===== src/rtl/counter_pkg.sv =====
// Shared definitions for the counter primitives of the Sequential_circuits library.
// Holds the direction encoding used on up_dn and a ceil-log2 helper that callers
// use to size WIDTH from a desired MODULUS.
package counter_pkg;

    localparam logic DIR_UP = 1'b1;
    localparam logic DIR_DN = 1'b0;

    // Smallest bit count able to hold the values 0..value-1 (at least 1).
    function automatic int clog2(input int value);
        int bits;
        int span;
        bits = 0;
        span = 1;
        while (span < value) begin
            span = span * 2;
            bits = bits + 1;
        end
        if (bits == 0) begin
            bits = 1;
        end
        return bits;
    endfunction

endpackage


===== src/rtl/mod_updown_counter_bin2gray.sv =====
// Combinational binary-to-Gray encoder, WIDTH bits wide.
// Only instantiated when MOD_UPDOWN_COUNTER_GRAY_EN is defined.
module bin2gray #(
    parameter int WIDTH = 3
) (
    input  logic [WIDTH-1:0] bin,
    output logic [WIDTH-1:0] gray
);

    // Adjacent-bit XOR gives the reflected Gray code.
    always_comb begin
        gray = bin ^ (bin >> 1);
    end

endmodule


===== src/rtl/mod_updown_counter.sv =====
// Generic modulo up/down counter with count enable and synchronous load.
// Load values above MODULUS-1 are clamped to MODULUS-1. tc is a combinational
// terminal-count flag for cascading; wrap is a registered one-cycle pulse in the
// cycle after the count rolls over in either direction.
// Optional feature: define MOD_UPDOWN_COUNTER_GRAY_EN to add a registered Gray
// encoded copy of count on port gray.
module mod_updown_counter
    import counter_pkg::*;
#(
    parameter int WIDTH   = 3,
    parameter int MODULUS = 8,
    parameter int INIT    = 0
) (
    input  logic             clk,
    input  logic             rst,
    input  logic             en,
    input  logic             up_dn,
    input  logic             load,
    input  logic [WIDTH-1:0] load_val,
    output logic [WIDTH-1:0] count,
    output logic             tc,
    output logic             wrap
`ifdef MOD_UPDOWN_COUNTER_GRAY_EN
    ,
    output logic [WIDTH-1:0] gray
`endif
);

    // Compares run one bit wider so MODULUS = 2**WIDTH is representable.
    localparam logic [WIDTH:0]   MOD_EXT = (WIDTH+1)'(MODULUS);
    localparam logic [WIDTH:0]   MAX_EXT = (WIDTH+1)'(MODULUS - 1);
    localparam logic [WIDTH-1:0] MAX_W   = WIDTH'(MODULUS - 1);
    localparam logic [WIDTH-1:0] INIT_W  = WIDTH'(INIT);

    logic             at_max;
    logic             at_zero;
    logic [WIDTH-1:0] next_count;
    logic             next_wrap;

    // Boundary detection on the widened count.
    always_comb begin
        at_max  = ({1'b0, count} == MAX_EXT);
        at_zero = (count == '0);
    end

    // Terminal count: the next enabled step will roll over.
    always_comb begin
        tc = en & ((up_dn == DIR_UP) ? at_max : at_zero);
    end

    // Next-state selection with priority load > enable > hold.
    always_comb begin
        next_count = count;
        next_wrap  = 1'b0;
        if (load) begin
            if ({1'b0, load_val} < MOD_EXT) begin
                next_count = load_val;
            end else begin
                next_count = MAX_W;
            end
        end else if (en) begin
            if (up_dn == DIR_UP) begin
                if (at_max) begin
                    next_count = '0;
                    next_wrap  = 1'b1;
                end else begin
                    next_count = count + WIDTH'(1);
                end
            end else begin
                if (at_zero) begin
                    next_count = MAX_W;
                    next_wrap  = 1'b1;
                end else begin
                    next_count = count - WIDTH'(1);
                end
            end
        end
    end

    // Count and wrap registers; reset takes effect without a clock edge.
    always_ff @(posedge clk or posedge rst) begin
        if (rst) begin
            count <= INIT_W;
            wrap  <= 1'b0;
        end else begin
            count <= next_count;
            wrap  <= next_wrap;
        end
    end

`ifdef MOD_UPDOWN_COUNTER_GRAY_EN
    localparam logic [WIDTH-1:0] INIT_GRAY = INIT_W ^ (INIT_W >> 1);

    logic [WIDTH-1:0] next_gray;

    bin2gray #(
        .WIDTH(WIDTH)
    ) u_bin2gray (
        .bin (next_count),
        .gray(next_gray)
    );

    // Gray register tracks count in the same cycle by encoding the next value.
    always_ff @(posedge clk or posedge rst) begin
        if (rst) begin
            gray <= INIT_GRAY;
        end else begin
            gray <= next_gray;
        end
    end
`endif

endmodule


===== config.mk =====
export PLATFORM = sky130hd
export DESIGN_NAME = mod_updown_counter
export DESIGN_NICKNAME = d
export VERILOG_FILES = /design/src/rtl/counter_pkg.sv /design/src/rtl/mod_updown_counter_bin2gray.sv /design/src/rtl/mod_updown_counter.sv
export SDC_FILE = /design/constraint.sdc
export NUM_CORES = 1
export LEC_CHECK = 0
export ABC_AREA = 0
export CORE_AREA = 2 2 39 41
export DETAILED_ROUTE_END_ITERATION = 12
export DIE_AREA = 0 0 41 43
export GPL_ROUTABILITY_DRIVEN = 0
export GPL_TIMING_DRIVEN = 0
export HOLD_SLACK_MARGIN = 0.15
export PLACE_DENSITY = 0.58
export SLEW_MARGIN = 15
export SYNTH_ARGS = -nofsm -noshare
export SYNTH_HDL_FRONTEND = slang
export SYNTH_SLANG_ARGS = --single-unit

===== constraint.sdc =====
create_clock -name clk -period 2 [get_ports clk]
set_clock_uncertainty 0.1 [all_clocks]
set_input_delay 0.5 -clock clk [delete_from_list [all_inputs] [get_ports clk]]
set_output_delay 0.5 -clock clk [all_outputs]
set_load 0.02 [all_outputs]

==> results of run 1 <==
## cells in the final DEF, fill, tap and decap left out, drive strengths merged, types with 2 or more instances in the layout
cell / instances
clkbuf: 3
buf: 8
inv: 4
ha: 4
nand2: 2
dfrtp: 4
nor3b: 2
clkdlybuf4s50: 10
a21oi: 4
nand2b: 2
o21ai: 3
## logic make-up after synthesis
kind of cell / after synthesis / synth area share, %
buffers and inverters: 4 / 4.837
DFF: 4 / 32.26
adders and majority gates: 4 / 16.13
AOI/OAI and AO/OA: 11 / 24.60
and+or+nand+nor: 11 / 22.18
## final timing paths
kind	slack, ps	start	endpoint
max in group asynchronous	1300	rst	count[0]
worst max-delay path	-130	count[1]	tc
worst min-delay path	350	rst	count[2]
worst max register to register	320	count[1]	count[0]
worst min register to register	590	count[0]	count[0]
min in group clk	590	count[0]	count[0]
## metal layers
metal	vias to the layer above	routed length, um	part of all wire [%]	track usage (%)
li1	167	-	-	-
met1	145	350	40	13.14
met2	11	447	51	17.19
met3	2	51	5.9	1.047
met4	0	21	2.4	11.33
met5	-	0	0	0
## power by group
group	internal, mW	switching (mW)
clock	0.0672	0.0340
sequential	0.0902	0.0102
combinational	0.0783	0.0618
total	0.236	0.106
## synthesized netlist by cell type, types with 2 or more instances
| cell type | count | area share (%) |
|---|---|---|
| inv_1 | 4 | 4.8 |
| nor3b_1 | 2 | 4.8 |
| o21ai_0 | 3 | 4.8 |
| ha_1 | 4 | 16 |
| nand2_1 | 2 | 2.4 |
| dfrtp_1 | 4 | 32 |
| nand2b_1 | 2 | 4.0 |
| a21oi_1 | 4 | 6.5 |
## flip-flops by register name (all words and copies together), names as in the netlist
| name | cells |
|---|---|
| wrap | 1 |
| count | 3 |
## through the flow
stage,TNS (ps),hold WS (ps),cell area (um^2),setup slack [ps],cells
after CTS,-108.5,346.2,548.0,-108.5,71
after floorplan,0,166.1,321.6,21.64,34
after global placement,-808.0,528.4,461.7,-808.0,62
after detailed placement,-820.4,535.1,461.7,-820.4,62
after global routing,-160.7,364.4,555.5,-160.7,72
final,-128.0,347.0,555.5,-128.0,72
## cell type report
cell class	instances	area, um^2	area share [%]
inverter	4	15.01	2.703
clock buffer	3	22.52	4.054
tap	16	20.02	3.604
timing repair buffer	19	172.7	31.08
sequential	4	101.3	18.24
multi-input combinational	26	224.0	40.32
## worst max-delay path: cells and delay by family, from the launching register on
| kind | cells | cell delay, ps |
|---|---|---|
| adders and majority gates | 1 | 130 |
| DFF | 1 | 400 |
| buffers and inverters | 2 | 230 |
| AOI/OAI and AO/OA | 1 | 140 |
| and+or+nand+nor | 1 | 400 |
## what timing repair did
item	in CTS	in global routing
endpoints found under the hold margin	0	0
buffers inserted	6	1
cloned	0	0
pin swaps	2	0
gates resized for setup	14	0
setup endpoints to repair	1	1
==> out/metrics.yaml, run 1 <==
run_status:
  outcome: "complete, but fails checks"
  violations: "setup timing"
final_layout:
  antenna_cells: 0
  nFillCells: 144
  layout-drive-gt1-share_pct: 37.50
  final_net_count: 70
  syn_to_final_growth_pct: 79.03
  fin_util_pct: 40.14
floorplan:
  start_util_pct: 22.42
  core_mm2: 0.001384
  die_y_um: 43
  row_count: 14
  die_w_um: 41
  ios: 13
  die_area_mm2: 0.001763
logic_synthesis:
  syn_area_per_cell_um2: 9.126
  ys_seq_area_share_pct: 32.26
  synth_ff_type: "dfrtp_1"
  async_flop_share_pct: 100.0
  synth_area_um2: 310.3
  synth.distinct_cells: 17
  syn_nets: 46
  synth.ff_latch_count: 4
  yosys_warnings: 0
  synth_edf_count: 0
  netlist_instances: 34
setup_path:
  r2r_cells: 6
  cpPeakStageDelay_ps: 400
  cp-end-kind: "output pin"
  crit_chain: "inv_2, ha_4, or3b_4, a21boi_4, buf_6"
  worstPathMaxFanout: 2
  cp_data_required_time_ps: 1400
  crit_type: "reg2out"
  arrival_ps: 1530
  startpoint_type: "register"
  crit_slowest_cell: "dfrtp_1"
timing:
  rsz0062_at_grt: "yes"
  fin_crit_ps: 2128
  slew_viol_final: 0
  slew-limit-headroom_pct: 82.26
  setup_viol: 1
  fin_crit_sh_pct: 106.4
  setup_slack_ps: -128.0
  final_hold_viol_count: 0
  tightest_slew_ps: 265.2
  max_freq_mhz: 469.9
routing:
  finalWirelength_um: 870
  ant_nets: 0
  firstDrtPassIters: 4
  drt-vias-per-instance: 4.514
  num_vias: 325
  wl_per_cell_um: 12.08
  drc: 0
  drt_iter0_drc: 6
clock_tree:
  clkTransAtPathRegs_ps: 40
  insertion_delay_ps: 230
  postCtsHoldBufs: 0
  cts_root_buffer: "clkbuf_4"
  numCtsBuffers: 3
  htreeDepth: 1
  cts_sinks: 4
  cts_tree: "yes"
  cts.path.max_buffers: 2
global_routing:
  grt_pass1_wl_mm: 1.352
  grt_usage_pct: 11.53
  grt_pass1_vias: 326
  grt_max_degree: 9
  antenna_found_initial: 0
  gr-total-overflow: 0
flow_run:
  cap_violations: 0
pwr:
  power_mw: 0.3418
  p_leak_nw: 0.2422
  pwr_density_cell_mw_per_mm2: 615.2
  peakVddDrop_mv: 0.1692
place:
  portBuffers: 12
  place_hpwl_um: 569.6
hold_path:
  hp-class: "in2async"
Power figures use the tool's default switching activity.
==> run 2: changes to the inputs <==
- CTS_CLUSTER_SIZE: unset -> 28
==> results of run 2 <==
The final DEF is identical to that of run 1; final timing and power are the same.
==> run 3: changes to the inputs <==
- DONT_BUFFER_PORTS: unset -> 1
- PLACE_DENSITY: 0.58 -> 0.45
==> run 3 against run 2 <==
Compared with the run above: combinational power decreased by 45%; largest power group is now sequential cells; sequential share of layout area increased by 6.7 points; die area unchanged; first-iteration DRC count decreased by 83%; register-to-register slack got worse by 80 ps; flip-flop and latch count unchanged; fmax decreased by 1.4%; sequential power increased by 16%; utilization decreased by 10 points; setup slack got worse by 30 ps; power decreased by 15%; the run still ends with setup timing left; via count decreased by 14%; critical path type unchanged.
==> out/metrics.yaml, run 3 (synthesis gave the netlist of run 1 again) <==
place:
  placedCellCount: 50  # was 62
  portBuffers: 0  # was 12
  place_hpwl_um: 612.6  # was 569.6 um
  pre_cts_slack_ps: -89.60  # was -820.4 ps
final_layout:
  antenna_cells: 0  # unchanged
  top_register: "count"  # unchanged
  top_regs: "count x3, wrap x1"  # unchanged
  largest_reg_flops: 3  # unchanged
  nFillCells: 165  # was 144
  final_cell_mix: "a21oi_1 (4), o21ai_0 (3), ha_1 (3), clkbuf_4 (3), buf_4 (3)"  # was clkdlybuf4s50_1 (10), buf_4 (7), a21oi_1 (4)
  instances_no_fill: 57  # was 72
  final_common_cell: "a21oi_1"  # was clkdlybuf4s50_1
  final_net_count: 55  # was 70
  syn_to_final_growth_pct: 32.66  # was 79.03%
  layout-drive-gt1-share_pct: 36.59  # was 37.50%
  fin_util_pct: 29.75  # was 40.14%
floorplan:
  ios: 13  # unchanged
  die_area_mm2: 0.001763  # unchanged
  core_mm2: 0.001384  # unchanged
  die_y_um: 43  # unchanged
  start_util_pct: 22.42  # unchanged
  die_w_um: 41  # unchanged
  row_count: 14  # unchanged
setup_path:
  cp-endpoint: "tc"  # unchanged
  arrival_ps: 1560  # was 1530 ps
  critPathLaunch: "count[0]"  # was count[1]
  worstPathMaxFanout: 5  # was 2
  ff2ff_setup_slack_ps: 240  # was 320 ps
  cpPeakStageDelay_ps: 480  # was 400 ps
  startpoint_type: "register"  # unchanged
  r2r_cells: 6  # unchanged
  worstReg2RegEnd: "count[0]"  # unchanged
  crit_type: "reg2out"  # unchanged
  cp_data_required_time_ps: 1400  # about the same
  cp-end-kind: "output pin"  # unchanged
  crit_slowest_cell: "dfrtp_2"  # was dfrtp_1
  timing.rr.start: "count[0]"  # was count[1]
  crit_chain: "inv_2, ha_4, or3b_4, a21boi_4"  # was inv_2, ha_4, or3b_4, a21boi_4, buf_6
routing:
  num_vias: 278  # was 325
  drc: 0  # unchanged
  drt-vias-per-instance: 4.877  # was 4.514
  met3_length_um: 84  # was 51 um
  wl_met2_um: 405  # was 447 um
  finalWirelength_um: 774  # was 870 um
  firstDrtPassIters: 2  # was 4
  drt_iter0_drc: 1  # was 6
  wl_met1_um: 284  # was 350 um
  top_layer_used: "met3"  # was met4
  wl_per_cell_um: 13.58  # was 12.08 um
  ant_nets: 0  # unchanged
run_status:
  violations: "setup timing"  # unchanged
  outcome: "complete, but fails checks"  # unchanged
clock_tree:
  clkTransAtPathRegs_ps: 30  # was 40 ps
  cts_tree: "yes"  # unchanged
  cts_root_buffer: "clkbuf_4"  # unchanged
  insertion_delay_ps: 230  # about the same
  cts.path.max_buffers: 2  # unchanged
  numCtsBuffers: 3  # unchanged
  htreeDepth: 1  # unchanged
  cts_sinks: 4  # unchanged
global_routing:
  grt_usage_pct: 11.00  # was 11.53%
  grt_max_degree: 9  # unchanged
  antenna_found_initial: 0  # unchanged
  grt_pass1_wl_mm: 1.276  # was 1.352 mm
  gr-total-overflow: 0  # unchanged
  grt_pass1_vias: 300  # was 326
pwr:
  p_leak_nw: 0.1781  # was 0.2422 nW
  peakVddDrop_mv: 0.09619  # was 0.1692 mV
  pwr_density_cell_mw_per_mm2: 705.7  # was 615.2 mW/mm^2
timing:
  slew-limit-headroom_pct: 76.33  # was 82.26%
  fin_crit_sh_pct: 107.9  # was 106.4%
  setup_slack_ps: -158.3  # was -128.0 ps
  fin_crit_ps: 2158  # was 2128 ps
  final_hold_viol_count: 0  # unchanged
  whs_ps: 319.3  # was 347.0 ps
  rsz0062_at_grt: "yes"  # unchanged
  max_freq_mhz: 463.3  # was 469.9 MHz
  tns_ps: -158.3  # was -128.0 ps
  setup_viol: 1  # unchanged
  tightest_slew_ps: 355.0  # was 265.2 ps
  slew_viol_final: 0  # unchanged
hold_path:
  hold_depth: 1
  hp-class: "in2reg"  # was in2async
flow_run:
  cap_violations: 0  # unchanged
## run 3: timing repair
action,4_1_cts,5_1_grt
cloned,0,0
hold buffers,1,0
endpoints found under the hold margin,4,0
resized for setup,6,0
pin swaps,2,0
setup endpoints to repair,1,1
setup buffers,3,0
## run 3: worst max-delay path: cells and delay by family (launching register included)
family,cells,cell delay [ps]
compound gates,1,210
fa+ha+maj,1,130
buf+inv,1,110
flops,1,480
simple gates,1,390
## run 3: per-layer routing
metal  track usage (%)  vias to the layer above
met5                 0                        -
li1                  -                      136
met2             16.56                       11
met4             10.00                        0
met1             11.11                      131
met3             3.665                        0
## run 3: worst min path at each step
stage	from	endpoint	slack, ps
2_1_floorplan	rst	count[0]	170
3_3_place_gp	rst	count[0]	180
3_5_place_dp	rst	count[0]	180
4_1_cts	load_val[0]	count[0]	310
5_1_grt	load_val[0]	count[0]	310
6_report	load_val[0]	count[0]	320
## run 3: through the flow
| step | cell area [um^2] | power (mW) |
|---|---|---|
| floorplan | 321.6 | 0.1583 |
| global placement | 341.6 | 0.1694 |
| detailed placement | 341.6 | 0.1733 |
| CTS | 411.6 | 0.2968 |
| global route | 411.6 | 0.3149 |
| finish | 411.6 | 0.2905 |
## run 3: final cells by class
type                            count  area [um^2]  area share, %
Clock buffer                        3        22.52          5.471
Inverter                            4        15.01          3.647
Multi-Input combinational cell     26        219.0          53.19
Sequential cell                     4        102.6          24.92
Tap cell                           16        20.02          4.863
Timing Repair Buffer                4        32.53          7.903
## run 3: where the power goes
part           leakage [nW]  internal [mW]  switching [mW]
clock                0.0138         0.0670          0.0308
sequential           0.0477         0.0908          0.0252
combinational         0.117         0.0427          0.0340
